===== config.mk =====
export PLATFORM = sky130hd
export DESIGN_NAME = pwm_duty_meter_flat
export DESIGN_NICKNAME = d
export VERILOG_FILES = /design/src/rtl/pwm_duty_meter_pkg.sv /design/src/rtl/pwm_duty_meter_if.sv /design/src/rtl/pwm_duty_meter_seq_div.sv /design/src/rtl/pwm_duty_meter.sv /design/src/flat_wrapper.sv
export SDC_FILE = /design/constraint.sdc
export NUM_CORES = 1
export LEC_CHECK = 0
export CAP_MARGIN = 20
export CORE_ASPECT_RATIO = 1.4
export CORE_MARGIN = 5
export CORE_UTILIZATION = 65
export DETAILED_ROUTE_END_ITERATION = 8
export DONT_BUFFER_PORTS = 1
export PLACE_DENSITY = 0.84
export SLEW_MARGIN = 20
export SYNTH_ARGS = -nofsm -noshare
export SYNTH_HDL_FRONTEND = slang
export SYNTH_SLANG_ARGS = --single-unit

===== constraint.sdc =====
create_clock -name sysclk -period 9 [get_ports sysclk]
set_clock_uncertainty 0.1 [all_clocks]
set_input_delay 1.8 -clock sysclk [delete_from_list [all_inputs] [get_ports sysclk]]
set_output_delay 1.8 -clock sysclk [all_outputs]
set_load 0.03 [all_outputs]

===== src/rtl/pwm_duty_meter_pkg.sv =====
// Shared constants and state encodings for the PWM duty meter and its divider.
package pwm_meter_pkg;
  localparam int DUTY_SCALE = 1000;
  localparam int SCALE_W    = 10;   // bits needed to hold DUTY_SCALE
  localparam int DUTY_W     = 14;   // duty word width shared with the FND mux

  typedef enum logic {M_WAIT_FIRST, M_RUN} meas_state_t;
  typedef enum logic [1:0] {D_IDLE, D_RUN, D_DONE} div_state_t;
endpackage


===== src/rtl/pwm_duty_meter_if.sv =====
// PWM input and measurement result bundle of the duty meter.
interface pwm_duty_meter_if;
  import pwm_meter_pkg::*;
  logic              i_pwm;
  logic [DUTY_W-1:0] o_duty;
  logic              o_valid;
  logic              o_stuck;
  logic              o_overrun;

  modport slave  (input i_pwm, output o_duty, o_valid, o_stuck, o_overrun);
  modport master (output i_pwm, input o_duty, o_valid, o_stuck, o_overrun);
endinterface


===== src/rtl/pwm_duty_meter_seq_div.sv =====
// Sequential restoring divider, one quotient bit per cycle, start/done handshake.
module pwm_seq_div import pwm_meter_pkg::*; #(
  parameter int N_W = 30,
  parameter int D_W = 20,
  parameter int Q_W = 14
) (
  input  logic           clk,
  input  logic           rst,
  input  logic           start,
  input  logic [N_W-1:0] num,
  input  logic [D_W-1:0] den,
  output logic           busy,
  output logic           done,
  output logic [Q_W-1:0] quot
);
  localparam int CW = $clog2(N_W);

  div_state_t     state, state_n;
  logic [CW-1:0]  cnt, cnt_n;
  logic [D_W-1:0] rem, rem_n, dsr, dsr_n;
  logic [N_W-1:0] nq, nq_n;
  logic [D_W:0]   trial;
  logic           fits;

  // nq starts as the numerator and fills with quotient bits as it shifts out
  always_comb begin
    state_n = state;
    cnt_n   = cnt;
    rem_n   = rem;
    dsr_n   = dsr;
    nq_n    = nq;
    trial   = {rem, nq[N_W-1]};
    fits    = (trial >= {1'b0, dsr});
    case (state)
      D_IDLE, D_DONE: begin
        if (start) begin
          state_n = D_RUN;
          cnt_n   = CW'(N_W - 1);
          rem_n   = '0;
          dsr_n   = den;
          nq_n    = num;
        end else begin
          state_n = D_IDLE;
        end
      end
      D_RUN: begin
        rem_n = fits ? D_W'(trial - {1'b0, dsr}) : D_W'(trial);
        nq_n  = {nq[N_W-2:0], fits};
        if (cnt == '0) state_n = D_DONE;
        else           cnt_n   = cnt - CW'(1);
      end
      default: state_n = D_IDLE;
    endcase
  end

  always_ff @(posedge clk or posedge rst) begin
    if (rst) begin
      state <= D_IDLE;
      cnt   <= '0;
      rem   <= '0;
      dsr   <= '0;
      nq    <= '0;
    end else begin
      state <= state_n;
      cnt   <= cnt_n;
      rem   <= rem_n;
      dsr   <= dsr_n;
      nq    <= nq_n;
    end
  end

  assign busy = (state == D_RUN);
  assign done = (state == D_DONE);
  assign quot = nq[Q_W-1:0];
endmodule


===== src/rtl/pwm_duty_meter.sv =====
// PWM duty meter: synchronizer, period/high counters, measurement FSM, permille divider.
module pwm_duty_meter import pwm_meter_pkg::*; #(
  parameter int CNT_W = 20
) (
  input  logic              sysclk,
  input  logic              i_rst,
  pwm_duty_meter_if.slave   bus
);
  localparam int               NUM_W   = CNT_W + SCALE_W;
  localparam logic [CNT_W-1:0] CNT_MAX = '1;

  logic pwm_s1, pwm_sync, pwm_prev, rise;

  always_ff @(posedge sysclk or posedge i_rst) begin
    if (i_rst) begin
      pwm_s1   <= 1'b0;
      pwm_sync <= 1'b0;
      pwm_prev <= 1'b0;
    end else begin
      pwm_s1   <= bus.i_pwm;
      pwm_sync <= pwm_s1;
      pwm_prev <= pwm_sync;
    end
  end

  assign rise = pwm_sync & ~pwm_prev;

  meas_state_t       m_state, m_state_n;
  logic [CNT_W-1:0]  period_cnt, period_n, high_cnt, high_n;
  logic [NUM_W-1:0]  num;
  logic [DUTY_W-1:0] div_quot, duty_hold, duty_n;
  logic              start, div_busy, div_done;
  logic              stuck_q, stuck_n, tmo_q, tmo_n, ovr_q, ovr_n;

  assign num = NUM_W'(high_cnt) * NUM_W'(DUTY_SCALE);

  // A rise always wins over the timeout; D_DONE counts as idle via div_busy.
  always_comb begin
    m_state_n = m_state;
    period_n  = period_cnt;
    high_n    = high_cnt;
    start     = 1'b0;
    ovr_n     = 1'b0;
    tmo_n     = 1'b0;
    stuck_n   = stuck_q;
    duty_n    = div_done ? div_quot : duty_hold;
    case (m_state)
      M_WAIT_FIRST: begin
        period_n = '0;
        high_n   = '0;
        if (rise) begin
          period_n  = CNT_W'(1);
          high_n    = CNT_W'(1);
          stuck_n   = 1'b0;
          m_state_n = M_RUN;
        end
      end
      M_RUN: begin
        if (rise) begin
          period_n = CNT_W'(1);
          high_n   = CNT_W'(1);
          if (div_busy) ovr_n = 1'b1;
          else          start = 1'b1;
        end else if (period_cnt == CNT_MAX) begin
          m_state_n = M_WAIT_FIRST;
          period_n  = '0;
          high_n    = '0;
          stuck_n   = 1'b1;
          tmo_n     = 1'b1;
          duty_n    = pwm_sync ? DUTY_W'(DUTY_SCALE) : '0;
        end else begin
          period_n = period_cnt + CNT_W'(1);
          high_n   = high_cnt + CNT_W'(pwm_sync);
        end
      end
      default: m_state_n = M_WAIT_FIRST;
    endcase
  end

  always_ff @(posedge sysclk or posedge i_rst) begin
    if (i_rst) begin
      m_state    <= M_WAIT_FIRST;
      period_cnt <= '0;
      high_cnt   <= '0;
      duty_hold  <= '0;
      stuck_q    <= 1'b0;
      tmo_q      <= 1'b0;
      ovr_q      <= 1'b0;
    end else begin
      m_state    <= m_state_n;
      period_cnt <= period_n;
      high_cnt   <= high_n;
      duty_hold  <= duty_n;
      stuck_q    <= stuck_n;
      tmo_q      <= tmo_n;
      ovr_q      <= ovr_n;
    end
  end

  pwm_seq_div #(.N_W(NUM_W), .D_W(CNT_W), .Q_W(DUTY_W)) u_div (
    .clk   (sysclk),
    .rst   (i_rst),
    .start (start),
    .num   (num),
    .den   (period_cnt),
    .busy  (div_busy),
    .done  (div_done),
    .quot  (div_quot)
  );

  // Result is presented in the divider's D_DONE cycle straight from its quotient register.
  assign bus.o_duty    = div_done ? div_quot : duty_hold;
  assign bus.o_valid   = div_done | tmo_q;
  assign bus.o_stuck   = stuck_q;
  assign bus.o_overrun = ovr_q;
endmodule


===== src/flat_wrapper.sv =====
// flat-port wrapper written by rule: the top's interface ports become plain ports
module pwm_duty_meter_flat import pwm_meter_pkg::*;
#(
  parameter int CNT_W = 20
)
  (sysclk, i_rst, bus_i_pwm, bus_o_duty, bus_o_valid, bus_o_stuck, bus_o_overrun);
  pwm_duty_meter_if bus_i ();
  input  logic sysclk;
  input  logic i_rst;
  input wire logic [$bits(bus_i.i_pwm)-1:0] bus_i_pwm;
  output wire logic [$bits(bus_i.o_duty)-1:0] bus_o_duty;
  output wire logic [$bits(bus_i.o_valid)-1:0] bus_o_valid;
  output wire logic [$bits(bus_i.o_stuck)-1:0] bus_o_stuck;
  output wire logic [$bits(bus_i.o_overrun)-1:0] bus_o_overrun;
  assign bus_i.i_pwm = bus_i_pwm;
  assign bus_o_duty = bus_i.o_duty;
  assign bus_o_valid = bus_i.o_valid;
  assign bus_o_stuck = bus_i.o_stuck;
  assign bus_o_overrun = bus_i.o_overrun;
  pwm_duty_meter #(.CNT_W(CNT_W)) u_core (.sysclk(sysclk), .i_rst(i_rst), .bus(bus_i));
endmodule

# Word-level counts from Yosys, hierarchy flattened
# Index checks and enable logic that the tools add are counted.
[totals]
ff_bits = 138
in_bits = 3
out_inout_bits = 17
elab_cells = 82
[op_classes]
addsub = 4
mul = 1
n_lt_le_gt_ge = 1
n_eq_ne = 9
mux = 40
n_bitwise = 4
n_reduce_logical = 8
[ops]
columns = ["operator", "n"]
rows = [
  ["20-bit 2-to-1 mux", 6],
  ["20-bit case mux with 2 select lines", 3],
  ["30-bit case mux with 2 select lines", 1],
  ["14-bit 2-to-1 mux", 4],
  ["30-bit 2-to-1 mux", 1],
  ["20-bit by 7-bit multiplier with 27-bit output, second input constant", 1],
  ["21-bit by 20-bit >= comparator with 1-bit output", 1],
  ["20-bit by 1-bit adder with 20-bit output", 1],
  ["20-bit by 1-bit adder with 20-bit output, second input constant", 1],
  ["20-bit equality test, second input constant", 1],
  ["20-bit subtractor", 1],
  ["1-bit 2-to-1 mux", 17],
  ["10-bit 2-to-1 mux", 1],
  ["5-bit 2-to-1 mux", 2],
  ["5-bit case mux with 2 select lines", 1],
  ["2-bit != test, second input constant", 4],
  ["3-bit AND reduction", 2],
  ["5-bit zero test", 1],
  ["5-bit by 1-bit subtractor with 5-bit output, second input constant", 1],
  ["2-bit by 1-bit != test with 1-bit output, second input constant", 2],
  ["1-bit case mux with 2 select lines", 2],
  ["2-bit case mux with 2 select lines", 1],
  ["2-bit AND reduction", 2],
  ["2-bit by 1-bit equality test with 1-bit output, second input constant", 1],
  ["8 further kinds", 9],
]

# Longest topological paths before layout
# Gate-level depths: netlist of the first run.
[logic_depth]
depth_word = 6
ltp_mapped = 17

# Modules after synthesis
# Synthesis of the first run repeated with hierarchy kept, for this count alone.
[unflattened]
hier_cells = 1123
hier_area_um2 = 10592.7
[modules_own_cells]
columns = ["module", "n_inst", "cells_per_inst", "area_per_inst_um2"]
rows = [
  ["pwm_duty_meter", 1, 614, 6100.9],
  ["pwm_seq_div", 1, 509, 4491.8],
]

# Least setup slack after synthesis of the first run
# OpenSTA, ideal clock, no wires.
[synth_timing]
kind = "reg-to-reg"
start = "register u_core.high_cnt[3]"
end = "register u_core.u_div.nq[28]"
setup_time_ps = 135
t_arrival_ps = 4243
setup_slack_ps = 4522
stages_incl_launch_ff = 15
n_path_buf = 0
synth_period_minus_slack_ps = 4478
path_cell_list = "dfrtp_1 > inv_1 > fa_1 > fa_1 > fa_1 > fa_1 > inv_1 > ha_1 > a21oi_1 > o211ai_1 > a41o_1 > a221oi_1 > o21ai_0 > xnor2_1 > o21ai_0"
[synth_between]
elab_chain_len = 3
[synth_rtl]
columns = ["item", "line", "rtl"]
rows = [
  ["start, declared", "pwm_duty_meter.sv:29", "logic [CNT_W-1:0] period_cnt, period_n, high_cnt, high_n;"],
  ["start signal, assigned", "pwm_duty_meter.sv:92", "high_cnt <= high_n;"],
  ["20-bit by 7-bit multiplier with 27-bit output", "pwm_duty_meter.sv:35", "assign num = NUM_W'(high_cnt) * NUM_W'(DUTY_SCALE);"],
  ["30-bit 2-to-1 mux", "pwm_duty_meter_seq_div.sv:36", "if (start) begin"],
  ["30-bit case mux with 2 select lines", "pwm_duty_meter_seq_div.sv:34", "case (state)"],
  ["end signal, assigned", "pwm_duty_meter_seq_div.sv:68", "nq <= nq_n;"],
  ["end, declared", "pwm_duty_meter_seq_div.sv:21", "logic [N_W-1:0] nq, nq_n;"],
]
# No other way between the ends. The select of a mux whose other input is x is not followed.
# A chain may end at the register's enable or synchronous reset.

# Worst setup path in the final report of the first run
[layout_timing]
start = "register u_core.high_cnt[2]"
end = "register u_core.u_div.nq[28]"
# The elaborated chain is that of the path after synthesis.

==> out/results.ini, run 1 <==
[run_status]
status=completed

[critical_path]
r2r_setup_slack_ns=4.08
crit_path_top_delay_cell=fa_1
worst-path-max-fanout=6
start_kind=flip-flop
rr_startpoint=u_core.high_cnt[2]
path_cells=inv_1 -> fa_1 -> fa_1 -> fa_1 -> fa_1 -> inv_1 -> ha_1 -> a21oi_1 -> o211ai_1 -> a41o_1 -> a221oi_1 -> o21ai_0 -> xnor2_1 -> o21ai_0
worst_setup_path_end_kind=flip-flop
cp_data_required_time_ns=9.16
cp.arrival_ns=5.08
r2r-end=u_core.u_div.nq[28]
crit_buf_inv=2
path_class=reg -> reg
cp_common_cell=fa_1
critPathTopFamily=adder cells
worst_path_largest_cell_delay_ns=0.54
ff2ff_path_depth=14

[finish]
fin_util=0.708
final_cells=1281
drive_above_1_share=0.0553
diodes=0
multiInputGateArea_um2=6230
syn2layout_area_growth_pct=6.62
post-route-cell-area_um2=11000
fill_cells=1131
seqCellArea_um2=3450
fin_nets=1232

[floorplanning]
io_pins=20
rows=54
start_util=0.664
die_x_um=117
die_area_um2=18600
die_h_um=159
core_area_um2=15600

[global_route]
gr-max-usage-layer=met2
first_global_vias=7913
use_met2=0.433
grt_pass1_wl_um=37100
grtUsageTotal=0.248
grt_antenna_before_repair=0
globalRouteOverflowTotal=0
use_met3=0.0388
grt_max_degree=79
grt_use_met1=0.300

[drt]
drc=0
drt_iter0_drc=605
routed_wl_um=21600
vias=7662
wire_per_inst_um=16.9
antenna_left=0
routed_via_density=5.98
firstDrtPassIters=5

[synthesis]
avgSynthCellArea_um2=9.52
yosys.area_share.simple=0.128
synth_top_family_by_area=adder cells
synth_area_um2=10400
async_flop_share=1.00
yosys.cell_types.count=67
muxShareOfSynthArea=0.0261
synth_nets=1249
yosysSeqAreaShare=0.333
synth_fa_ha_area_frac=0.241
synth_edf_count=0
yosysWarningCount=0
synth_xor_area_frac=0.0592
netlist_instances=1089
synth_flop_cell=dfrtp_1
synth-seq-cells=138
synth_compound_area_frac=0.145

[min_path]
hold_class=reg -> reg
holdPathEnd=u_core.pwm_sync
holdPathStages=0
min_from=u_core.pwm_s1

[clock_tree]
postCtsSetupRepairBufs=0
cts_num_sinks=138
numCtsBuffers=17
clock-root-buffer=clkbuf_16
post_cts_resized=0
clk_pin_slew_ns=0.07
h-tree-depth=4
insertion_delay_ns=0.43
cts_tree=built
clock_path_buffers=2
cts_hold_buf=0

[power_and_ir_drop]
ir_drop_mv=0.191
p_leak_nw=5.23
clockPowerShare=0.204
comb_power_share=0.513
switching_share=0.436
seq_power_share=0.283
power_density_nw_per_um2=296
p_sw_mw=1.43
p_total_mw=3.28
p_int_mw=1.85

[place]
hpwl_um=15800
finalWeightedCongestion=0.912
dpl_cell_area_um2=10500
port_buffers=0
dp.cells=1249

[timing]
period_share=0.547
final.min_clock_period_ns=4.92
max_freq_ghz=0.203
hold_viol_final=0
setup_viol=0
worstMarginPinSlew_ns=1.10
drv_slew=0
rsz0062_at_grt=no
tns_ns=0
slew_headroom=0.268

[run]
maxCapViolations=0

## worst reg2reg max path, stage by stage, from the launching register on
cell	delay (ns)
dfrtp_1	0.48
inv_1	0.15
fa_1	0.50
fa_1	0.54
fa_1	0.44
fa_1	0.52
inv_1	0.04
ha_1	0.38
a21oi_1	0.23
o211ai_1	0.15
a41o_1	0.30
a221oi_1	0.49
o21ai_0	0.21
xnor2_1	0.15
o21ai_0	0.08
## worst max-delay path by stage
stage | endpoint | startpoint | depth (start not counted) | slack, ns
after floorplan | u_core.bus.o_overrun | i_rst | 1 | 3.40
after global placement | u_core.u_div.nq[28] | u_core.high_cnt[3] | 14 | 4.22
after detailed placement | u_core.u_div.nq[28] | u_core.high_cnt[3] | 14 | 4.11
after CTS | u_core.u_div.nq[27] | u_core.high_cnt[11] | 15 | 4.06
after global routing | u_core.u_div.nq[25] | u_core.high_cnt[7] | 14 | 3.73
final | u_core.u_div.nq[28] | u_core.high_cnt[2] | 14 | 4.08
## per-layer routing
layer  wire (µm)  vias up
met2       11600      180
met5           0        -
met4         665        0
met3         654       50
li1            -     3658
met1        8670     3774
## power groups by stage
stage          registers (mW)  logic [mW]  clock network (mW)
2_1_floorplan           0.894        1.35                   0
3_5_place_dp            0.933        1.64                   0
3_3_place_gp            0.927        1.58                   0
5_1_grt                 0.946        1.88               0.709
6_report                0.927        1.68               0.668
4_1_cts                 0.924        1.67               0.677
## state kept, by name (all words and copies together) (netlist names), 2 cells and up
name / count
u_core.high_cnt: 20
u_core.duty_hold: 14
u_core.period_cnt: 20
u_core.u_div.nq: 30
u_core.u_div.cnt: 5
u_core.u_div.rem: 20
u_core.u_div.state: 2
u_core.u_div.dsr: 20
## stage by stage
step / hold slack [ns] / worst slack [ns]
3_3_place_gp: 0.242 / 4.22
5_1_grt: 0.271 / 3.73
6_report: 0.261 / 4.08
3_5_place_dp: 0.237 / 4.11
4_1_cts: 0.259 / 4.06
2_1_floorplan: 0.231 / 3.40
## cell families after synthesis
logic type,Yosys count
buf+inv,176
simple gates,288
mux,26
flops,138
xor+xnor,70
compound gates,234
fa+ha+maj,157
## synthesized netlist by cell type, types with 5 or more instances
master | instances | area (µm²)
o21a_1 | 8 | 60.1
o21bai_1 | 5 | 37.5
o21ai_0 | 80 | 400
nand2b_1 | 6 | 37.5
clkbuf_1 | 30 | 113
o22ai_1 | 7 | 43.8
o211ai_1 | 10 | 75.1
a22oi_1 | 19 | 143
xor2_1 | 27 | 236
ha_1 | 86 | 1080
buf_2 | 5 | 25.0
o21ai_1 | 6 | 30.0
a21oi_1 | 35 | 175
mux2_2 | 8 | 90.1
inv_1 | 134 | 503
nor3_1 | 14 | 70.1
and3_1 | 10 | 62.6
nand3_1 | 36 | 180
nand4_1 | 9 | 56.3
nand2_1 | 85 | 319
a21o_1 | 18 | 135
nor2_1 | 91 | 342
a31oi_1 | 6 | 37.5
fa_1 | 71 | 1420
xnor2_1 | 43 | 377
nor2b_1 | 16 | 100
mux2i_1 | 18 | 180
dfrtp_1 | 138 | 3450
## cell type report
class	count	area share
inverter	134	0.0460
clock buffer	18	0.0388
clock inverter	14	0.0120
sequential	138	0.313
multi-input combinational	775	0.564
timing repair buffer	6	0.00408
tap	196	0.0222
## placed cells by master, fill, tap and decap left out, types with 5 or more instances in the layout
master / synthesis / routed
dfrtp_1: 138 / 138
inv_1: 134 / 133
nor2_1: 91 / 90
ha_1: 86 / 86
nand2_1: 85 / 85
o21ai_0: 80 / 80
fa_1: 71 / 71
xnor2_1: 43 / 43
nand3_1: 36 / 36
a21oi_1: 35 / 35
xor2_1: 27 / 27
a22oi_1: 19 / 19
a21o_1: 18 / 18
mux2i_1: 18 / 18
clkbuf_16: 0 / 17
nor2b_1: 16 / 15
nor3_1: 14 / 14
o211ai_1: 10 / 10
and3_1: 10 / 10
nand4_1: 9 / 9
o21a_1: 8 / 8
mux2_2: 8 / 8
o22ai_1: 7 / 7
nand2b_1: 6 / 6
a31oi_1: 6 / 6
o21ai_1: 6 / 6
inv_6: 0 / 6
buf_4: 0 / 6
o21bai_1: 5 / 5
Power figures use the tool's default switching activity.
==> inputs of run 2 (changes only) <==
--- a/config.mk
+++ b/config.mk
@@ -8,10 +8,10 @@
 export CAP_MARGIN = 20
 export CORE_ASPECT_RATIO = 1.4
 export CORE_MARGIN = 5
-export CORE_UTILIZATION = 65
+export CORE_UTILIZATION = 59
 export DETAILED_ROUTE_END_ITERATION = 8
 export DONT_BUFFER_PORTS = 1
-export PLACE_DENSITY = 0.84
+export PLACE_DENSITY = 0.81
 export SLEW_MARGIN = 20
 export SYNTH_ARGS = -nofsm -noshare
 export SYNTH_HDL_FRONTEND = slang
==> constraint.sdc (replaced) <==
create_clock -name sysclk -period 4.05 [get_ports sysclk]
set_clock_uncertainty 0.1 [all_clocks]
set_input_delay 0.81 -clock sysclk [delete_from_list [all_inputs] [get_ports sysclk]]
set_output_delay 0.81 -clock sysclk [all_outputs]
set_load 0.03 [all_outputs]
==> out/results.ini, run 2 (synthesized netlist as in run 1, its figures left out) <==
[clock_tree]
clock-root-buffer=clkbuf_16
h-tree-depth=4  ; unchanged
insertion_delay_ns=0.44  ; about the same
cts_tree=built
numCtsBuffers=17  ; unchanged
cts_num_sinks=138  ; unchanged
clk_pin_slew_ns=0.07  ; about the same
clock_path_buffers=2  ; unchanged

[critical_path]
cp_data_required_time_ns=4.26  ; -4.90 ns
critPathTopFamily=adder cells
worst_path_largest_cell_delay_ns=0.58  ; +0.04 ns
crit_path_top_delay_cell=fa_1
path_class=reg -> reg
path_cells=fa_1 -> fa_1 -> inv_2 -> fa_2 -> fa_1 -> inv_2 -> ha_4 -> buf_6 -> o211a_1 -> a21oi_2 -> o211ai_1 -> nand2_2 -> o2111ai_2 -> o41a_1 -> nand2_1
worst_setup_path_end_kind=flip-flop
cp_common_cell=fa_1
crit_buf_inv=3  ; +1
start_kind=flip-flop
worst-path-max-fanout=6  ; unchanged
cp.arrival_ns=4.72  ; -0.36 ns

[drt]
wire_per_inst_um=17.3  ; +2.6%
drc=0  ; unchanged
drt_iter0_drc=574  ; -5.1%
firstDrtPassIters=5  ; unchanged
routed_wl_um=24400  ; +13%
vias=8153  ; +6.4%
routed_via_density=5.79  ; -3.1%
antenna_left=0  ; unchanged

[finish]
fin_nets=1318  ; +7.0%
final_cells=1407  ; +9.8%
syn2layout_area_growth_pct=16.5
fill_cells=1206  ; +6.6%
largest_register=u_core.u_div.nq
diodes=0  ; unchanged
largest_reg_flops=30  ; unchanged
mostFrequentLayoutCell=dfrtp_1
final_cell_mix=134 x dfrtp_1, 115 x inv_1, 90 x buf_4
fin_util=0.696  ; -0.0115
drive_above_1_share=0.178  ; +0.122

[power_and_ir_drop]
power_density_nw_per_um2=686  ; +130%
ir_drop_mv=0.618  ; +220%
p_total_mw=8.28  ; +150%
p_leak_nw=5.65  ; +8.1%

[place]
hpwl_um=16900  ; +7.2%
finalWeightedCongestion=0.933  ; +2.3%
post-place-ws_ns=-0.257  ; -4.37 ns
port_buffers=0  ; unchanged
dp.cells=1361  ; +9.0%

[floorplanning]
core_area_um2=17300  ; +11%
die_x_um=122  ; +4.5%
die_area_um2=20400  ; +9.4%
die_h_um=167  ; +4.6%
start_util=0.598  ; -0.0660
io_pins=20  ; unchanged
rows=57  ; +5.6%

[run]
maxCapViolations=0  ; unchanged

[timing]
rsz0062_at_grt=yes
tns_ns=-5.24  ; -5.24 ns
max_freq_ghz=0.222  ; +9.1%
period_share=1.11  ; +0.567
slew_headroom=0.319  ; +0.0512
final.min_clock_period_ns=4.51  ; -0.410 ns
worstMarginPinSlew_ns=1.02  ; -0.0806 ns
final.setup.worst_slack_ns=-0.463  ; -4.54 ns
hold_viol_final=0  ; unchanged
setup_viol=16  ; +16
drv_slew=0  ; unchanged

[global_route]
globalRouteOverflowTotal=0  ; unchanged
grtUsageTotal=0.240  ; -0.00762
first_global_vias=8511  ; +7.6%
grt_antenna_before_repair=0  ; unchanged
grt_max_degree=86  ; +8.9%
grt_pass1_wl_um=39500  ; +6.5%

[run_status]
failed_checks=negative setup slack
status=complete, but fails checks

[min_path]
hold_class=in -> async

## run 2: cell count changes in the layout (fill, tap and decap cells not counted), moves of 5 or more
cell     previous run  this run
inv_2               0        18
ha_4                0         9
inv_1             133       115
a21oi_1            35        29
o21ai_1             6        12
ha_1               86        76
o21ai_0            80        72
a21oi_2             1         6
buf_4               6        90
## run 2: repair_timing
action                     in CTS  in global routing
buffers inserted               11                  3
setup endpoints to repair      14                 16
resized for setup               9                 25
hold buffers                    0                  0
pin swaps                      14                 26
## run 2: through the flow
step / hold slack [ns] / cell area (µm²)
2_1_floorplan: 0.231 / 10500
3_3_place_gp: 0.233 / 11200
3_5_place_dp: 0.245 / 11200
4_1_cts: 0.261 / 11900
5_1_grt: 0.281 / 12100
6_report: 0.253 / 12100
## run 2: routing by layer
metal | track usage | part of all wire | up-vias
li1 | - | - | 3817
met1 | 0.278 | 0.38 | 4049
met2 | 0.439 | 0.55 | 216
met3 | 0.0393 | 0.034 | 71
met4 | 0.0887 | 0.036 | 0
met5 | 0 | 0 | -
## run 2: where the power goes
part | internal (mW) | leakage, nW | switching [mW]
clock network | 0.833 | 0.285 | 0.735
registers | 1.77 | 1.79 | 0.279
logic | 2.09 | 3.58 | 2.58
## run 2: final timing paths
path / start / end / slack [ns] / cells past startpoint
min reg2reg: u_core.pwm_s1 / u_core.pwm_sync / 0.26 / 0
min: i_rst / u_core.duty_hold[1] / 0.25 / 1
min in group sysclk: u_core.pwm_s1 / u_core.pwm_sync / 0.26 / 0
max: u_core.high_cnt[2] / u_core.u_div.nq[23] / -0.46 / 15
max reg2reg: u_core.high_cnt[2] / u_core.u_div.nq[23] / -0.46 / 15
max in group asynchronous: i_rst / u_core.u_div.nq[19] / 2.73 / 2
## run 2: final cells by class
cell class,instances,area [µm²],area share
multi-input cells,775,6510,0.539
flip-flops and latches,138,3460,0.287
repair buffers,92,707,0.0586
inverters,134,507,0.0420
clock buffers,17,425,0.0353
well taps,236,295,0.0245
clock inverters,15,166,0.0138
==> inputs of run 3 (changes only) <==
--- a/config.mk
+++ b/config.mk
@@ -7,11 +7,11 @@
 export LEC_CHECK = 0
 export CAP_MARGIN = 20
 export CORE_ASPECT_RATIO = 1.4
-export CORE_MARGIN = 5
+export CORE_MARGIN = 10
 export CORE_UTILIZATION = 59
 export DETAILED_ROUTE_END_ITERATION = 8
 export DONT_BUFFER_PORTS = 1
-export PLACE_DENSITY = 0.81
+export PLACE_DENSITY_LB_ADDON = 0.3
 export SLEW_MARGIN = 20
 export SYNTH_ARGS = -nofsm -noshare
 export SYNTH_HDL_FRONTEND = slang
==> out/results.ini, run 3 (synthesized netlist as in run 1, its figures left out) <==
[run_status]
status=complete, but fails checks
failed_checks=negative setup slack

[timing]
rsz0062_at_grt=yes
max_freq_ghz=0.231  ; +4.2%
slew_headroom=0.330  ; +0.0110
drv_slew=0  ; unchanged
hold_slack_ns=0.241  ; -0.0115 ns
worstMarginPinSlew_ns=1.00  ; -0.0165 ns
hold_viol_final=0  ; unchanged
setup_viol=16  ; unchanged
final.setup.worst_slack_ns=-0.280  ; +0.183 ns
final.min_clock_period_ns=4.33  ; -0.183 ns
period_share=1.07  ; -0.0452

[clock_tree]
cts_hold_buf=0  ; unchanged
cts_tree=built
insertion_delay_ns=0.43  ; about the same
numCtsBuffers=17  ; unchanged
clk_pin_slew_ns=0.07  ; about the same
clock_path_buffers=2  ; unchanged
clock-root-buffer=clkbuf_16
h-tree-depth=4  ; unchanged
cts_num_sinks=138  ; unchanged

[finish]
final_cells=1408  ; +0.071%
largest_register=u_core.u_div.nq
fill_cells=1294  ; +7.3%
diodes=0  ; unchanged
syn2layout_area_growth_pct=16.3
drive_above_1_share=0.167  ; -0.0104
fin_nets=1319  ; +0.076%
final_cell_mix=134 x dfrtp_1, 118 x inv_1, 91 x buf_4
mostFrequentLayoutCell=dfrtp_1
largest_reg_flops=30  ; unchanged

[floorplanning]
die_x_um=132  ; +8.2%
die_h_um=177  ; +6.0%
rows=57  ; unchanged
start_util=0.598  ; unchanged
io_pins=20  ; unchanged
die_area_um2=23300  ; +15%
core_area_um2=17300  ; unchanged

[drt]
routed_via_density=5.58  ; -3.7%
firstDrtPassIters=5  ; unchanged
routed_wl_um=23000  ; -5.8%
wire_per_inst_um=16.3  ; -5.9%
drt_iter0_drc=419  ; -27%
antenna_left=0  ; unchanged
vias=7854  ; -3.7%
drc=0  ; unchanged

[global_route]
globalRouteOverflowTotal=0  ; unchanged
grt_max_degree=111  ; +29%
grt_pass1_wl_um=39500  ; about the same
first_global_vias=8425  ; -1.0%
grtUsageTotal=0.205  ; -0.0349
grt_antenna_before_repair=0  ; unchanged

[place]
finalWeightedCongestion=0.914  ; -2.0%
hpwl_um=16900  ; -0.31%
port_buffers=0  ; unchanged
dp.cells=1362  ; +0.073%

[critical_path]
path_class=reg -> reg
cp_data_required_time_ns=4.23  ; -0.03 ns
rr_startpoint=u_core.high_cnt[2]
ff2ff_path_depth=14  ; -1
crit_start=u_core.high_cnt[2]
worst-path-max-fanout=3  ; -3
cp.arrival_ns=4.51  ; -0.21 ns
start_kind=flip-flop
worst_setup_path_end_kind=flip-flop

[run]
maxCapViolations=0  ; unchanged

[min_path]
hold_class=in -> async

[power_and_ir_drop]
ir_drop_mv=0.606  ; -1.9%
power_density_nw_per_um2=679  ; -1.1%
p_leak_nw=5.69  ; +0.56%

## run 3: worst paths after layout
path / endpoint / slack (ns)
max in group asynchronous: u_core.high_cnt[15] / 2.61
setup / recovery: u_core.u_div.nq[21] / -0.28
min in group sysclk: u_core.pwm_sync / 0.28
hold reg to reg: u_core.pwm_sync / 0.28
setup reg to reg: u_core.u_div.nq[21] / -0.28
hold / removal: u_core.period_cnt[17] / 0.24
## run 3: what timing repair did
action | CTS | global route
resized for setup | 16 | 6
buffers inserted | 7 | 7
pin swaps | 22 | 14
setup endpoints to repair | 14 | 17
## run 3: worst max-delay path, cell delays in order, from the launching register on
cell and delay (ns):
dfrtp_2 0.43, fa_1 0.50, fa_1 0.52, inv_1 0.05, fa_1 0.45, fa_1 0.56
inv_2 0.06, ha_4 0.16, a2111o_1 0.44, a21oi_2 0.15, o211ai_1 0.16, a21oi_1 0.22
buf_4 0.14, xor2_1 0.14, o21ai_1 0.07
## run 3: cell type report
| type | count | area (µm²) | share of cell area |
|---|---|---|---|
| Multi-Input combinational cell | 775 | 6450 | 0.535 |
| Sequential cell | 138 | 3460 | 0.287 |
| Clock buffer | 17 | 425 | 0.0353 |
| Clock inverter | 15 | 196 | 0.0163 |
| Inverter | 134 | 509 | 0.0423 |
| Tap cell | 236 | 295 | 0.0245 |
| Timing Repair Buffer | 93 | 714 | 0.0593 |
## run 3: through the flow
stage          total power [mW]  TNS [ns]  utilization  instance area [µm²]  setup slack [ns]
6_report                   8.18     -2.86        0.695                12100            -0.280
5_1_grt                    8.84     -5.67        0.695                12100            -0.455
4_1_cts                    8.09     -2.58        0.691                12000            -0.271
3_5_place_dp               6.21     -2.56        0.649                11200            -0.263
3_3_place_gp               6.07     -1.63        0.649                11200            -0.174
2_1_floorplan              5.20    -0.324            -                10500            -0.146
## run 3: layer usage
| metal | GRT usage | up-vias | wire length, µm | part of all wire |
|---|---|---|---|---|
| li1 | - | 3841 | - | - |
| met2 | 0.396 | 128 | 12900 | 0.56 |
| met1 | 0.221 | 3841 | 8960 | 0.39 |
| met4 | 0.0725 | 0 | 518 | 0.023 |
| met5 | 0 | - | 0 | 0 |
| met3 | 0.0313 | 44 | 622 | 0.027 |
## run 3: report_power, final
| group | total, mW | switching, mW | leakage, nW | internal [mW] |
|---|---|---|---|---|
| registers | 2.05 | 0.283 | 1.79 | 1.77 |
| logic | 4.48 | 2.45 | 3.59 | 2.02 |
| clock network | 1.65 | 0.708 | 0.307 | 0.947 |
